--- config.mk ---
export PLATFORM = sky130hd
export DESIGN_NAME = queued_memory_master_flat
export DESIGN_NICKNAME = d
export VERILOG_FILES = /design/src/rtl/memory_master_pkg.sv /design/src/rtl/MemoryBus.sv /design/src/rtl/sync_fifo.sv /design/src/rtl/queued_memory_master.sv /design/src/flat_wrapper.sv
export SDC_FILE = /design/constraint.sdc
export NUM_CORES = 1
export LEC_CHECK = 0
export CAP_MARGIN = 10
export CORE_MARGIN = 2
export CORE_UTILIZATION = 37
export DETAILED_ROUTE_END_ITERATION = 8
export PLACE_DENSITY = 0.53
export SYNTH_ARGS = -nofsm -noshare
export SYNTH_HDL_FRONTEND = slang
export SYNTH_HIERARCHICAL = 1
export SYNTH_SLANG_ARGS = --single-unit
--- constraint.sdc ---
create_clock -name clock -period 11.3 [get_ports clock]
set_input_delay 2.26 -clock clock [delete_from_list [all_inputs] [get_ports clock]]
set_output_delay 2.26 -clock clock [all_outputs]
set_load 0.02 [all_outputs]
--- src/rtl/memory_master_pkg.sv ---
// Shared definitions for queued_memory_master: command codes, STATUS bit
// positions and the command-field width.
package memory_master_pkg;

    localparam int unsigned FIELD_WIDTH = 24;
    localparam int unsigned STATUS_COUNT_WIDTH = 8;

    typedef enum logic [7:0] {
        NONE           = 8'd0,
        ADDRESS_LOWER  = 8'd1,
        ADDRESS_UPPER  = 8'd2,
        DATA           = 8'd3,
        MASTER_ID      = 8'd4,
        WRITE          = 8'd5,
        PUSH           = 8'd6,
        READ_DATA      = 8'd7,
        READ_MASTER_ID = 8'd8,
        POP            = 8'd9,
        STATUS         = 8'd10,
        INCREMENT      = 8'd11,
        BURST          = 8'd12,
        CLEAR          = 8'd13
    } command_t;

    localparam int unsigned STATUS_REQ_FULL       = 0;
    localparam int unsigned STATUS_RESP_EMPTY     = 1;
    localparam int unsigned STATUS_BUSY           = 2;
    localparam int unsigned STATUS_OVERFLOW       = 3;
    localparam int unsigned STATUS_UNDERFLOW      = 4;
    localparam int unsigned STATUS_REQ_COUNT_LSB  = 8;
    localparam int unsigned STATUS_RESP_COUNT_LSB = 16;

    // Commands that change state and therefore only fire once per arming.
    function automatic logic has_side_effect(input logic [7:0] command);
        case (command)
            ADDRESS_LOWER, ADDRESS_UPPER, DATA, MASTER_ID, WRITE, PUSH,
            POP, INCREMENT, BURST, CLEAR: return 1'b1;
            default:                      return 1'b0;
        endcase
    endfunction

endpackage

--- src/rtl/MemoryBus.sv ---
// Memory bus connecting a master to a slave.
// ms*: master-to-slave request channel (msValid/msTaken handshake).
// sm*: slave-to-master response channel (smValid/smTaken handshake).
interface MemoryBus #(
    parameter int unsigned ADDRESS_WIDTH = 32,
    parameter int unsigned DATA_WIDTH    = 24,
    parameter int unsigned ID_WIDTH      = 8
);
    logic [ADDRESS_WIDTH-1:0] msAddress;
    logic [DATA_WIDTH-1:0]    msData;
    logic [ID_WIDTH-1:0]      msID;
    logic                     msWrite;
    logic                     msValid;
    logic                     msTaken;
    logic [DATA_WIDTH-1:0]    smData;
    logic [ID_WIDTH-1:0]      smID;
    logic                     smValid;
    logic                     smTaken;

    modport Master (
        output msAddress, msData, msID, msWrite, msValid,
        input  msTaken,
        input  smData, smID, smValid,
        output smTaken
    );

    modport Slave (
        input  msAddress, msData, msID, msWrite, msValid,
        output msTaken,
        output smData, smID, smValid,
        input  smTaken
    );
endinterface

--- src/rtl/sync_fifo.sv ---
// Single-clock FIFO with registered full/empty/count.
// Ports: clock, reset (async, active-high), push/wdata, pop/rdata (head,
// zero when empty), full, empty, count.
module sync_fifo #(
    parameter int unsigned WIDTH = 8,
    parameter int unsigned DEPTH = 8
) (
    input  logic                     clock,
    input  logic                     reset,
    input  logic                     push,
    input  logic [WIDTH-1:0]         wdata,
    input  logic                     pop,
    output logic [WIDTH-1:0]         rdata,
    output logic                     full,
    output logic                     empty,
    output logic [$clog2(DEPTH):0]   count
);
    localparam int unsigned PTR_WIDTH = $clog2(DEPTH);
    localparam int unsigned CNT_WIDTH = PTR_WIDTH + 1;
    localparam logic [CNT_WIDTH-1:0] LAST = CNT_WIDTH'(DEPTH - 1);

    logic [WIDTH-1:0]     mem [DEPTH];
    logic [PTR_WIDTH-1:0] wr_ptr;
    logic [PTR_WIDTH-1:0] rd_ptr;
    logic                 do_push;
    logic                 do_pop;

    // Acceptance depends only on registered full/empty.
    assign do_push = push && !full;
    assign do_pop  = pop && !empty;
    assign rdata   = empty ? '0 : mem[rd_ptr];

    // Pointers, count and flags.
    always_ff @(posedge clock or posedge reset) begin
        if (reset) begin
            wr_ptr <= '0;
            rd_ptr <= '0;
            count  <= '0;
            full   <= 1'b0;
            empty  <= 1'b1;
        end else begin
            if (do_push) wr_ptr <= wr_ptr + PTR_WIDTH'(1);
            if (do_pop)  rd_ptr <= rd_ptr + PTR_WIDTH'(1);
            case ({do_push, do_pop})
                2'b10: begin
                    count <= count + CNT_WIDTH'(1);
                    full  <= (count == LAST);
                    empty <= 1'b0;
                end
                2'b01: begin
                    count <= count - CNT_WIDTH'(1);
                    full  <= 1'b0;
                    empty <= (count == CNT_WIDTH'(1));
                end
                default: ;
            endcase
        end
    end

    // Storage is not reset; empty masks stale contents.
    always_ff @(posedge clock) begin
        if (do_push) mem[wr_ptr] <= wdata;
    end
endmodule

--- src/rtl/queued_memory_master.sv ---
// Register-driven memory bus master with request and response queues.
// Ports: clock, reset (async, active-high); in = {command[7:0], field[23:0]};
// out = combinational readback selected by the command; bus = MemoryBus master.
module queued_memory_master
    import memory_master_pkg::*;
#(
    parameter int unsigned ADDRESS_WIDTH = 32,
    parameter int unsigned DATA_WIDTH    = 24,
    parameter int unsigned ID_WIDTH      = 8,
    parameter int unsigned DEPTH         = 8
) (
    input  logic        clock,
    input  logic        reset,
    input  logic [31:0] in,
    output logic [31:0] out,
    MemoryBus.Master    bus
);
    localparam int unsigned UPPER_WIDTH = ADDRESS_WIDTH - FIELD_WIDTH;
    localparam int unsigned REQ_WIDTH   = ADDRESS_WIDTH + DATA_WIDTH + ID_WIDTH + 1;
    localparam int unsigned RESP_WIDTH  = DATA_WIDTH + ID_WIDTH;
    localparam int unsigned CNT_WIDTH   = $clog2(DEPTH) + 1;

    logic [7:0]               command;
    logic [FIELD_WIDTH-1:0]   field;
    logic                     execute;

    logic [ADDRESS_WIDTH-1:0] addr, addr_n;
    logic [DATA_WIDTH-1:0]    data, data_n;
    logic [ID_WIDTH-1:0]      id, id_n;
    logic                     write, write_n;
    logic [FIELD_WIDTH-1:0]   step, step_n;
    logic [15:0]              burst_left, burst_left_n, burst_pending;
    logic                     overflow, overflow_n;
    logic                     underflow, underflow_n;
    logic                     armed;
    logic                     busy;

    logic                     req_push, req_pop, req_full, req_empty;
    logic [REQ_WIDTH-1:0]     req_head;
    logic [CNT_WIDTH-1:0]     req_count;
    logic                     resp_push, resp_pop, resp_full, resp_empty;
    logic [RESP_WIDTH-1:0]    resp_head;
    logic [CNT_WIDTH-1:0]     resp_count;
    logic [DATA_WIDTH-1:0]    resp_data;
    logic [ID_WIDTH-1:0]      resp_id;

    assign command = in[31:24];
    assign field   = in[23:0];
    assign busy    = (burst_left != 16'd0);
    // A side-effecting command fires only on its first cycle after NONE.
    assign execute = armed && has_side_effect(command);

    // Command decode, burst sequencing and address auto-increment.
    always_comb begin
        addr_n        = addr;
        data_n        = data;
        id_n          = id;
        write_n       = write;
        step_n        = step;
        overflow_n    = overflow;
        underflow_n   = underflow;
        burst_pending = burst_left;
        req_push      = 1'b0;
        resp_pop      = 1'b0;
        if (execute) begin
            case (command)
                ADDRESS_LOWER: addr_n[FIELD_WIDTH-1:0] = field;
                ADDRESS_UPPER: addr_n[ADDRESS_WIDTH-1:FIELD_WIDTH] = field[UPPER_WIDTH-1:0];
                DATA:          data_n  = field[DATA_WIDTH-1:0];
                MASTER_ID:     id_n    = field[ID_WIDTH-1:0];
                WRITE:         write_n = field[0];
                INCREMENT:     step_n  = field;
                PUSH: begin
                    if (req_full || busy) overflow_n = 1'b1;
                    else                  req_push   = 1'b1;
                end
                BURST: begin
                    if (busy) overflow_n    = 1'b1;
                    else      burst_pending = field[15:0];
                end
                POP: begin
                    if (resp_empty) underflow_n = 1'b1;
                    else            resp_pop    = 1'b1;
                end
                CLEAR: begin
                    overflow_n  = 1'b0;
                    underflow_n = 1'b0;
                end
                default: ;
            endcase
        end
        // Burst entries enqueue from the BURST edge on, stalling while full.
        if (burst_pending != 16'd0 && !req_full) begin
            req_push      = 1'b1;
            burst_pending = burst_pending - 16'd1;
        end
        burst_left_n = burst_pending;
        if (req_push) addr_n = addr + ADDRESS_WIDTH'(step);
    end

    // Staging registers and flags.
    always_ff @(posedge clock or posedge reset) begin
        if (reset) begin
            addr       <= '0;
            data       <= '0;
            id         <= '0;
            write      <= 1'b0;
            step       <= '0;
            burst_left <= '0;
            overflow   <= 1'b0;
            underflow  <= 1'b0;
            armed      <= 1'b1;
        end else begin
            addr       <= addr_n;
            data       <= data_n;
            id         <= id_n;
            write      <= write_n;
            step       <= step_n;
            burst_left <= burst_left_n;
            overflow   <= overflow_n;
            underflow  <= underflow_n;
            armed      <= (command == NONE);
        end
    end

    sync_fifo #(.WIDTH(REQ_WIDTH), .DEPTH(DEPTH)) req_fifo (
        .clock (clock),
        .reset (reset),
        .push  (req_push),
        .wdata ({addr, data, id, write}),
        .pop   (req_pop),
        .rdata (req_head),
        .full  (req_full),
        .empty (req_empty),
        .count (req_count)
    );

    assign req_pop     = bus.msValid && bus.msTaken;
    assign bus.msValid = !req_empty;
    assign {bus.msAddress, bus.msData, bus.msID, bus.msWrite} = req_head;

    sync_fifo #(.WIDTH(RESP_WIDTH), .DEPTH(DEPTH)) resp_fifo (
        .clock (clock),
        .reset (reset),
        .push  (resp_push),
        .wdata ({bus.smData, bus.smID}),
        .pop   (resp_pop),
        .rdata (resp_head),
        .full  (resp_full),
        .empty (resp_empty),
        .count (resp_count)
    );

    assign bus.smTaken = !resp_full;
    assign resp_push   = bus.smValid && !resp_full;
    assign {resp_data, resp_id} = resp_head;

    // Readback mux.
    always_comb begin
        out = '0;
        case (command)
            READ_DATA:      out = 32'(resp_data);
            READ_MASTER_ID: out = 32'(resp_id);
            STATUS: begin
                out[STATUS_REQ_FULL]   = req_full;
                out[STATUS_RESP_EMPTY] = resp_empty;
                out[STATUS_BUSY]       = busy;
                out[STATUS_OVERFLOW]   = overflow;
                out[STATUS_UNDERFLOW]  = underflow;
                out[STATUS_REQ_COUNT_LSB  +: STATUS_COUNT_WIDTH] = STATUS_COUNT_WIDTH'(req_count);
                out[STATUS_RESP_COUNT_LSB +: STATUS_COUNT_WIDTH] = STATUS_COUNT_WIDTH'(resp_count);
            end
            default: ;
        endcase
    end
endmodule

--- src/flat_wrapper.sv ---
// flat-port wrapper written by rule: the top's interface ports become plain ports
module queued_memory_master_flat import memory_master_pkg::*;
#(
    parameter int unsigned ADDRESS_WIDTH = 32,
    parameter int unsigned DATA_WIDTH    = 24,
    parameter int unsigned ID_WIDTH      = 8,
    parameter int unsigned DEPTH         = 8
)
  (clock, reset, in, out, bus_msAddress, bus_msData, bus_msID, bus_msWrite, bus_msValid, bus_msTaken, bus_smData, bus_smID, bus_smValid, bus_smTaken);
  MemoryBus #(.ADDRESS_WIDTH(ADDRESS_WIDTH), .DATA_WIDTH(DATA_WIDTH), .ID_WIDTH(ID_WIDTH)) bus_i ();
  input  logic clock;
  input  logic reset;
  input  logic [31:0] in;
  output logic [31:0] out;
  output wire logic [$bits(bus_i.msAddress)-1:0] bus_msAddress;
  output wire logic [$bits(bus_i.msData)-1:0] bus_msData;
  output wire logic [$bits(bus_i.msID)-1:0] bus_msID;
  output wire logic [$bits(bus_i.msWrite)-1:0] bus_msWrite;
  output wire logic [$bits(bus_i.msValid)-1:0] bus_msValid;
  input wire logic [$bits(bus_i.msTaken)-1:0] bus_msTaken;
  input wire logic [$bits(bus_i.smData)-1:0] bus_smData;
  input wire logic [$bits(bus_i.smID)-1:0] bus_smID;
  input wire logic [$bits(bus_i.smValid)-1:0] bus_smValid;
  output wire logic [$bits(bus_i.smTaken)-1:0] bus_smTaken;
  assign bus_msAddress = bus_i.msAddress;
  assign bus_msData = bus_i.msData;
  assign bus_msID = bus_i.msID;
  assign bus_msWrite = bus_i.msWrite;
  assign bus_msValid = bus_i.msValid;
  assign bus_i.msTaken = bus_msTaken;
  assign bus_i.smData = bus_smData;
  assign bus_i.smID = bus_smID;
  assign bus_i.smValid = bus_smValid;
  assign bus_smTaken = bus_i.smTaken;
  queued_memory_master #(.ADDRESS_WIDTH(ADDRESS_WIDTH), .DATA_WIDTH(DATA_WIDTH), .ID_WIDTH(ID_WIDTH), .DEPTH(DEPTH)) u_core (.clock(clock), .reset(reset), .in(in), .out(out), .bus(bus_i));
endmodule
* Yosys cells after proc, flatten, opt, wreduce, memory -nomap -nowiden
Memory sizes are Yosys's and may differ from the RTL's.
Index checks and enable logic that the tools add are counted.
** Storage, ports and cells
- Flip-flop bits (word level) :: 132
- Memories kept :: 3
- RAM bits :: 776
- Output and inout bits :: 99
- Input port bits :: 68
- Memory bits (read-only) :: 16
** Operators by class
- Multiplexer cells :: 36
- Add/subtract/negate cells :: 10
- Eq/ne operators :: 24
- Reduce and logical (&&, ||, !) cells :: 32
** Memory list
- u_core.req_fifo.mem :: depth 8, width 65, rd ports 1, clocked after memory_dff 0, write ports 1, RTL line sync_fifo.sv:22 : logic [WIDTH-1:0] mem [DEPTH];
- u_core.resp_fifo.mem :: depth 8, width 32, rd ports 1, clocked after memory_dff 0, write ports 1, RTL line sync_fifo.sv:22
- (name not given) :: depth 16, width 1, rd ports 1, clocked after memory_dff 0, write ports 0, RTL line memory_master_pkg.sv:35 : case (command)
** Operator list (number)
- two-way mux 32 bit :: 3
- two-way mux 65 bit :: 1
- two-way mux 16 bit :: 4
- == test 8 x 4 -> 1 bit, second input constant :: 6
- adder 32 x 24 -> 32 bit :: 1
- == test 8 x 3 -> 1 bit, second input constant :: 4
- case mux 16 bit (2 select lines) :: 1
- nonzero test 16 bit :: 2
- two-way mux 24 bit :: 1
- == test 8 x 2 -> 1 bit, second input constant :: 2
- case mux 4 bit (2 select lines) :: 2
- subtractor 16 x 1 -> 16 bit, second input constant :: 1
- two-way mux 1 bit :: 15
- case mux 5 bit (3 select lines) :: 1
- adder 3 x 1 -> 3 bit, second input constant :: 4
- AND reduction 2 bit :: 6
- nonzero test 2 bit :: 6
- case mux 1 bit (2 select lines) :: 5
- adder 4 x 1 -> 4 bit, second input constant :: 2
- == test 4 x 1 -> 1 bit, second input constant :: 2
- == test 4 x 3 -> 1 bit, second input constant :: 2
- == test 8 x 1 -> 1 bit, second input constant :: 1
- logical AND 1 bit :: 8
- logical NOT 8 bit :: 1
- 14 further kinds :: 21

* Logic depth before layout (Yosys ltp)
Gate-level depths: netlist (run 1).
- Word-level depth :: 10
- Gate-level depth with buffers :: 20

* Hierarchy
The synthesis (run 1) kept the hierarchy.
** Modules (own cells, without submodules)
- sync_fifo (u_core.req_fifo) :: times used 1, cells an instance 891, seq. area each 15916.5 um^2, area each 20388.3 um^2
- sync_fifo (u_core.resp_fifo) :: times used 1, cells an instance 472, seq. area each 7988.9 um^2, area each 10413.7 um^2
- queued_memory_master :: times used 1, cells an instance 651, seq. area each 2703.8 um^2, area each 6586.3 um^2

* Worst setup path before layout (run 1)
OpenSTA, ideal clock, no wires.
- Path kind :: input port to flip-flop
- Start :: input in[29]
- End :: memory u_core/req_fifo/mem[0][0] in the netlist's numbering (enable)
- Stages on the path :: 17
- Path buffers :: 5
- Setup time :: 0.568 ns
- Data required time :: 10.732 ns
- Setup slack :: 0.287 ns
- Arrival :: 10.445 ns
- Cell sequence :: or4_1 buf_2 or4_1 nor3_2 clkbuf_1 a21oi_1 ha_1 nand4b_1 nor2_1 o221a_2 a211oi_2 buf_2 buf_2 buf_2 nor2b_1 nand2b_1 nor3_1
** On the way
- Word-level cells in the longest chain between the ends :: 10
** Ends and longest elaborated chain
- start: declaration :: RTL line flat_wrapper.sv:13 : input logic [31:0] in;
- logical NOT 4 bit :: RTL line memory_master_pkg.sv:35
- two-way mux 1 bit :: RTL line memory_master_pkg.sv:35
- logical AND 1 bit :: RTL line queued_memory_master.sv:51 : assign execute = armed && has_side_effect(command);
- two-way mux 16 bit :: RTL line queued_memory_master.sv:65 : if (execute) begin
- nonzero test 16 bit :: RTL line queued_memory_master.sv:93 : if (burst_pending != 16'd0 && !req_full) begin
- logical AND 1 bit :: RTL line queued_memory_master.sv:93
- two-way mux 1 bit * :: RTL line queued_memory_master.sv:93
- via u_core.req_push :: RTL line queued_memory_master.sv:38 : logic req_push, req_pop, req_full, req_empty;
- logical AND 1 bit * :: RTL line sync_fifo.sv:29 : assign do_push = push && !full;
- two-way mux 1 bit * :: RTL line sync_fifo.sv:62 : if (do_push) mem[wr_ptr] <= wdata;
- two-way mux 1 bit (not written as such) * :: RTL line sync_fifo.sv:62
- end: declaration :: RTL line sync_fifo.sv:22
The timed path passes the listed nets; every way through them passes the cells marked *.

* Worst setup path after layout (run 1)
- Start :: input in[29]
- End :: memory u_core/req_fifo/mem[7][30] in the netlist's numbering (enable)
** On the way
- Word-level cells in the longest chain between the ends :: 10
** Ends and longest elaborated chain (RTL line)
- logical NOT 4 bit :: memory_master_pkg.sv:35
- two-way mux 1 bit :: memory_master_pkg.sv:35
- logical AND 1 bit :: queued_memory_master.sv:51
- two-way mux 16 bit :: queued_memory_master.sv:65
- nonzero test 16 bit :: queued_memory_master.sv:93
- logical AND 1 bit :: queued_memory_master.sv:93
- two-way mux 1 bit * :: queued_memory_master.sv:93
- logical AND 1 bit * :: sync_fifo.sv:29
- two-way mux 1 bit * :: sync_fifo.sv:62
- two-way mux 1 bit (not written as such) * :: sync_fifo.sv:62
Mark *: on every way between the ends. The rest lies on a longest branch, timed or not.

==> results of run 1 <==
## metal layers
metal  global-route usage, %  up-vias  share of wire, %
met4                    4.75        4               2.1
met1                    23.0    10200                43
met3                    3.37      116               5.1
met5                       0        -             0.031
li1                        -     8455                 -
met2                    28.9      436                50
## power by group
part / switching (mW) / internal [mW] / leakage, nW / total, mW
registers: 0.363 / 4.48 / 8.57 / 4.84
clock network: 1.30 / 1.77 / 1.54 / 3.07
logic: 1.71 / 1.24 / 4.70 / 2.95
total: 3.37 / 7.49 / 14.8 / 10.9
## through the flow
| step | area [µm²] | cells | power, mW | utilization, % |
|---|---|---|---|---|
| 2_1_floorplan | 37400 | 2021 | 6.72 | - |
| 3_3_place_gp | 40500 | 3420 | 7.90 | 40.5 |
| 3_5_place_dp | 40500 | 3421 | 7.96 | 40.5 |
| 4_1_cts | 43700 | 3604 | 11.1 | 43.6 |
| 5_1_grt | 43700 | 3604 | 11.4 | 43.6 |
| 6_report | 43700 | 3604 | 10.9 | 43.6 |
## logic make-up (layout without fill, tap and decap cells)
| logic type | after synthesis | after routing | synth area share [%] |
|---|---|---|---|
| flip-flops | 908 | 908 | 71.2 |
| multiplexers | 380 | 380 | 16.9 |
| AND/OR/NAND/NOR | 329 | 329 | 4.32 |
| AO/OA/AOI/OAI | 173 | 173 | 3.11 |
| buffers and inverters | 133 | 418 | 1.95 |
| XOR/XNOR | 49 | 49 | 1.15 |
| adder cells (fa/ha/maj) | 41 | 41 | 1.39 |
| other | 1 | 8 | 0.0100 |
## worst max path at each step
stage / slack, ns / depth (start not counted) / startpoint / to
5_1_grt: 2.03 / 15 / in[29] / u_core/req_fifo/mem[7][60]
3_5_place_dp: 1.72 / 15 / in[29] / u_core/req_fifo/mem[7][54]
2_1_floorplan: 0.29 / 17 / in[29] / u_core/req_fifo/mem[0][0]
4_1_cts: 2.46 / 15 / in[29] / u_core/req_fifo/mem[7][54]
6_report: 2.43 / 15 / in[29] / u_core/req_fifo/mem[7][30]
3_3_place_gp: 1.96 / 15 / in[29] / u_core/req_fifo/mem[7][54]
## flip-flops by register name, indices dropped and copies added (netlist names), 3 cells and up
signal and flops:
u_core/req_fifo/mem 520, u_core/resp_fifo/mem 256, u_core/addr 32, u_core/data 24, u_core/step 24, u_core/burst_left 16, u_core/id 8, u_core/req_fifo/count 4
u_core/resp_fifo/count 4, u_core/req_fifo/rd_ptr 3, u_core/req_fifo/wr_ptr 3, u_core/resp_fifo/rd_ptr 3, u_core/resp_fifo/wr_ptr 3
## cell usage in the layout, fill, tap and decap left out, drive strengths merged, types with 16 or more instances in the layout
| cell | instances |
|---|---|
| clkbuf | 145 |
| xnor2 | 27 |
| mux4 | 194 |
| mux2i | 119 |
| a21oi | 45 |
| nor2 | 143 |
| clkdlybuf4s50 | 158 |
| nand2 | 59 |
| nor3 | 22 |
| edfxtp | 776 |
| nand3 | 16 |
| clkinv | 31 |
| o21ai | 43 |
| mux2 | 67 |
| inv | 27 |
| xor2 | 22 |
| dfrtp | 129 |
| ha | 40 |
| buf | 53 |
## cell type report
type                            instances  area share (%)
Timing Repair Buffer                  211            4.58
Tap cell                             1298            3.72
Clock inverter                         38           0.862
Inverter                               24           0.212
Multi-Input combinational cell        980            23.3
Sequential cell                       908            61.0
Clock buffer                          145            6.33
## worst max-delay path, delay by kind of cell
family / cells / cell delay, ns
AO/OA/AOI/OAI: 3 / 0.68
adder cells (fa/ha/maj): 1 / 0.28
buffers and inverters: 3 / 1.73
AND/OR/NAND/NOR: 8 / 4.17
==> impl_metrics.yaml, run 1 <==
yosys:
  syn_area_mm2: 0.0374
  synth_edf_count: 776
  ys.flop_type: "edfxtp_1"
  ys_seq_elements: 908
  ys_warn_count: 6
  synthCells: 2014
  ys_seq_area_share_pct: 71.2
  synth_area_leaders: "edfxtp_1, mux4_2, dfrtp_1"
  yosysMostFrequentCell: "edfxtp_1"
  yosys.area.top_type_share_pct: 62.3
  synth_area_per_cell_um2: 18.6
  synth_top_cells_by_count: "edfxtp_1, mux4_2, nor2_1"
  synth_top_area_cell: "edfxtp_1"
  synthArstFlopShare_pct: 14.5
  ys_types: 75
clock_network:
  cts-hold-fix-buffers: 0
  clk_latency_ns: 0.70
  cts_tree: "done"
  cts_buffers: 97
  cts_resized: 0
  cts_setup_buffers: 0
  clock-sinks: 908
  h-tree-depth: 3
  cts_max_path_buffers: 3
  path_clk_slew_ns: 0.06
  clock-root-buffer: "clkbuf_16"
global_route:
  antenna_found_initial: 4
  grt_util_all_layers_pct: 17.2
  grt_max_degree: 70
  grt_pass1_vias: 20300
  grt_remaining_overflow: 0
  grt_pass1_wl_mm: 132
cells_and_area:
  diodes: 0
  area_growth_pct: 16.9
  layout.nets: 2331
  drive_above_1_share_pct: 21.8
  fillers: 8724
  seq_area_mm2: 0.0266
  multi_input_area_mm2: 0.0102
pwr:
  p_leak_nw: 14.8
  irDropWorstVdd_v: 0.000138
  power_density_mw_per_mm2: 249
timing:
  slew_headroom_pct: 22.5
  tightest_slew_ns: 1.16
  layout_min_cycle_time_ns: 8.87
  hold_ws_ns: 0.514
  min_period_over_period_pct: 78.5
  slew_violations: 0
  fmax_ghz: 0.113
  final-hold-violation-count: 0
  rsz0062_at_grt: "false"
  finalSetupTns_ns: 0
  setup_slack_ns: 2.43
  setup_viol: 0
  skew_ns: 0.0556
routing:
  drc_errors: 0
  drt_iter0_drc: 1379
  routed_wl_mm: 88.1
  first_pass_iters: 7
  drt.antenna.violating_nets: 0
  num_vias: 19200
  routed_via_density: 5.32
  wl_per_cell_um: 24.4
worst_hold_path:
  hold_start: "u_core/step[0]"
  holdPathEnd: "u_core/step[0]"
  min_path_cells: 1
  hp-class: "reg2reg"
floorplanning:
  io_pins: 167
  rows: 116
  core_mm2: 0.100
  dieArea_mm2: 0.104
  start_util_pct: 37.3
  die_x_um: 322
  die_y_um: 322
critical_path:
  reg2regPathDepth: 14
  rrSetupSlack_ns: 4.50
  path_cells: "clkdlybuf4s50_1 -> or4_1 -> or4_1 -> nor3_2 -> a21oi_1 -> ha_1 -> nand4b_1 -> nor2_1 -> o221a_2 -> a211oi_4 -> buf_4 -> nor2b_1 -> nand2_1 -> nor2_4 -> buf_4"
  start_kind: "input pin"
  cpPeakStageDelay_ns: 0.94
  timing.rr.end: "u_core/req_fifo/mem[7][30]"
  crit_fanout: 67
  critPathSlowestCell: "nor2_4"
  r2r-start: "u_core/armed"
  cp.arrival_ns: 9.18
  critical_path_class: "in2reg"
  critPathCaptureType: "flop"
  cp.required_ns: 11.61
placement:
  dp_hpwl_mm: 52.6
  place.gp.congestion: 0.827
  pre_cts_ws_ns: 1.72
  portBuffers: 158
outcome:
  status: "finished clean"
flow_run:
  maxCapViolCount: 0
(Power assumes the default switching activity.)
==> inputs of run 2 (changes only) <==
Clock period 11.3 ns to 9 ns, I/O delays scaled along.
==> impl_metrics.yaml, run 2 (same netlist as run 1, synthesis figures left out) <==
outcome:
  status: "finished clean"
timing:
  final-hold-violation-count: 0
  slew_violations: 0
  rsz0062_at_grt: "false"
  hold_ws_ns: 0.513
  finalSetupTns_ns: 0
  skew_ns: 0.0390
  tightest_slew_ns: 1.11
  fmax_ghz: 0.141
  layout_min_cycle_time_ns: 7.09
  slew_headroom_pct: 26.1
  setup_viol: 0
  min_period_over_period_pct: 78.7
cells_and_area:
  largest_register_ff_count: 520
  final_common_cell: "edfxtp_1"
  largest-register: "u_core/req_fifo/mem"
  final_util_pct: 43.7
  area_growth_pct: 17.2
  seq_area_mm2: 0.0266
  final_cell_mix: "edfxtp_1, mux4_2, clkdlybuf4s50_1"
  largestRegisters: "u_core/req_fifo/mem: 520 flops, u_core/resp_fifo/mem: 256 flops, u_core/addr: 32 flops"
  drive_above_1_share_pct: 21.9
  fillers: 8678
  multi_input_area_mm2: 0.0102
  layout.nets: 2330
routing:
  drc_errors: 0
  routed_wl_mm: 88.4
  first_pass_iters: 5
  wl_per_cell_um: 24.6
  drt.antenna.violating_nets: 0
  routed_via_density: 5.32
  drt_iter0_drc: 1355
  num_vias: 19200
critical_path:
  start_kind: "input pin"
  reg2regPathDepth: 13
  critical_path_class: "in2reg"
  crit_fanout: 29
  critPathCaptureType: "flop"
  cp.arrival_ns: 7.38
  cp.required_ns: 9.29
floorplanning:
  core_mm2: 0.100
  io_pins: 167
  rows: 116
  dieArea_mm2: 0.104
  start_util_pct: 37.3
  die_x_um: 322
  die_y_um: 322
pwr:
  seqPwrFrac_pct: 43.8
  irDropWorstVdd_v: 0.000179
  power_frac_comb_pct: 27.2
  p_int_mw: 9.60
  p_leak_nw: 14.9
  p_sw_share_pct: 30.7
  power.share.clock_pct: 29.0
  switching_power_mw: 4.24
  power_density_mw_per_mm2: 316
placement:
  dp_hpwl_mm: 54.9
  place.gp.congestion: 0.797
  portBuffers: 158
clock_network:
  h-tree-depth: 3
  cts_buffers: 95
  cts_resized: 0
  clock-root-buffer: "clkbuf_16"
  clock-sinks: 908
  cts_tree: "done"
  cts_setup_buffers: 0
  path_clk_slew_ns: 0.06
  cts_max_path_buffers: 3
  clk_latency_ns: 0.68
  cts-hold-fix-buffers: 0
global_route:
  grt_pass1_vias: 20400
  grt_pass1_wl_mm: 133
  grt_max_degree: 70
  grt_remaining_overflow: 0
  antenna_found_initial: 8
  grt_util_all_layers_pct: 17.3
flow_run:
  maxCapViolCount: 0
worst_hold_path:
  hp-class: "reg2reg"
  min_path_cells: 1
run 2: critical path, cell delays in order:
cell	delay [ns]
clkdlybuf4s50_1	0.41
or4_1	0.70
or4_1	0.64
nor3_2	0.52
a21oi_1	0.23
ha_1	0.24
nand4b_1	0.10
nor2_1	0.12
o221a_2	0.17
a211oi_4	0.24
nor2b_1	0.47
nand2_1	0.36
nor3_4	0.75
buf_4	0.55
run 2: per-stage QoR:
step / std cells / power (mW) / setup slack [ns] / area, µm²
2_1_floorplan: 2021 / 8.43 / 0.189 / 37400
4_1_cts: 3599 / 14.1 / 1.91 / 43800
5_1_grt: 3599 / 14.5 / 1.51 / 43800
3_5_place_dp: 3422 / 10.0 / 1.21 / 40600
6_report: 3600 / 13.8 / 1.91 / 43800
3_3_place_gp: 3422 / 9.97 / 1.30 / 40600
run 2: cell type report:
type	instances	share of cell area (%)
Multi-Input combinational cell	980	23.3
Clock buffer	118	5.88
Timing Repair Buffer	212	4.59
Antenna cell	1	0.00571
Sequential cell	908	60.8
Inverter	24	0.211
Tap cell	1298	3.71
Clock inverter	59	1.51
run 2: path summary, 6_finish.rpt:
check                                from                    endpoint  slack (ns)
setup / recovery                   in[29]  u_core/req_fifo/mem[1][28]        1.91
hold / removal             u_core/step[2]              u_core/step[2]        0.51
setup reg to reg             u_core/armed  u_core/req_fifo/mem[1][28]        3.57
hold reg to reg            u_core/step[2]              u_core/step[2]        0.51
max in group asynchronous           reset             u_core/data[16]        5.86
min in group asynchronous           reset    u_core/req_fifo/count[2]        1.70
run 2: power by group through the flow:
stage | clock network (mW) | registers (mW) | logic [mW]
floorplan | 0 | 5.96 | 2.46
global placement | 0 | 6.13 | 3.84
detailed placement | 0 | 6.17 | 3.87
CTS | 4.12 | 6.09 | 3.88
global route | 4.28 | 6.16 | 4.05
finish | 4.02 | 6.07 | 3.76
run 2: layer usage:
layer | GRT usage [%] | routed length (µm)
met1 | 22.7 | 37900
met2 | 30.0 | 44900
met3 | 2.70 | 3660
met4 | 4.60 | 1930
met5 | 0 | 27
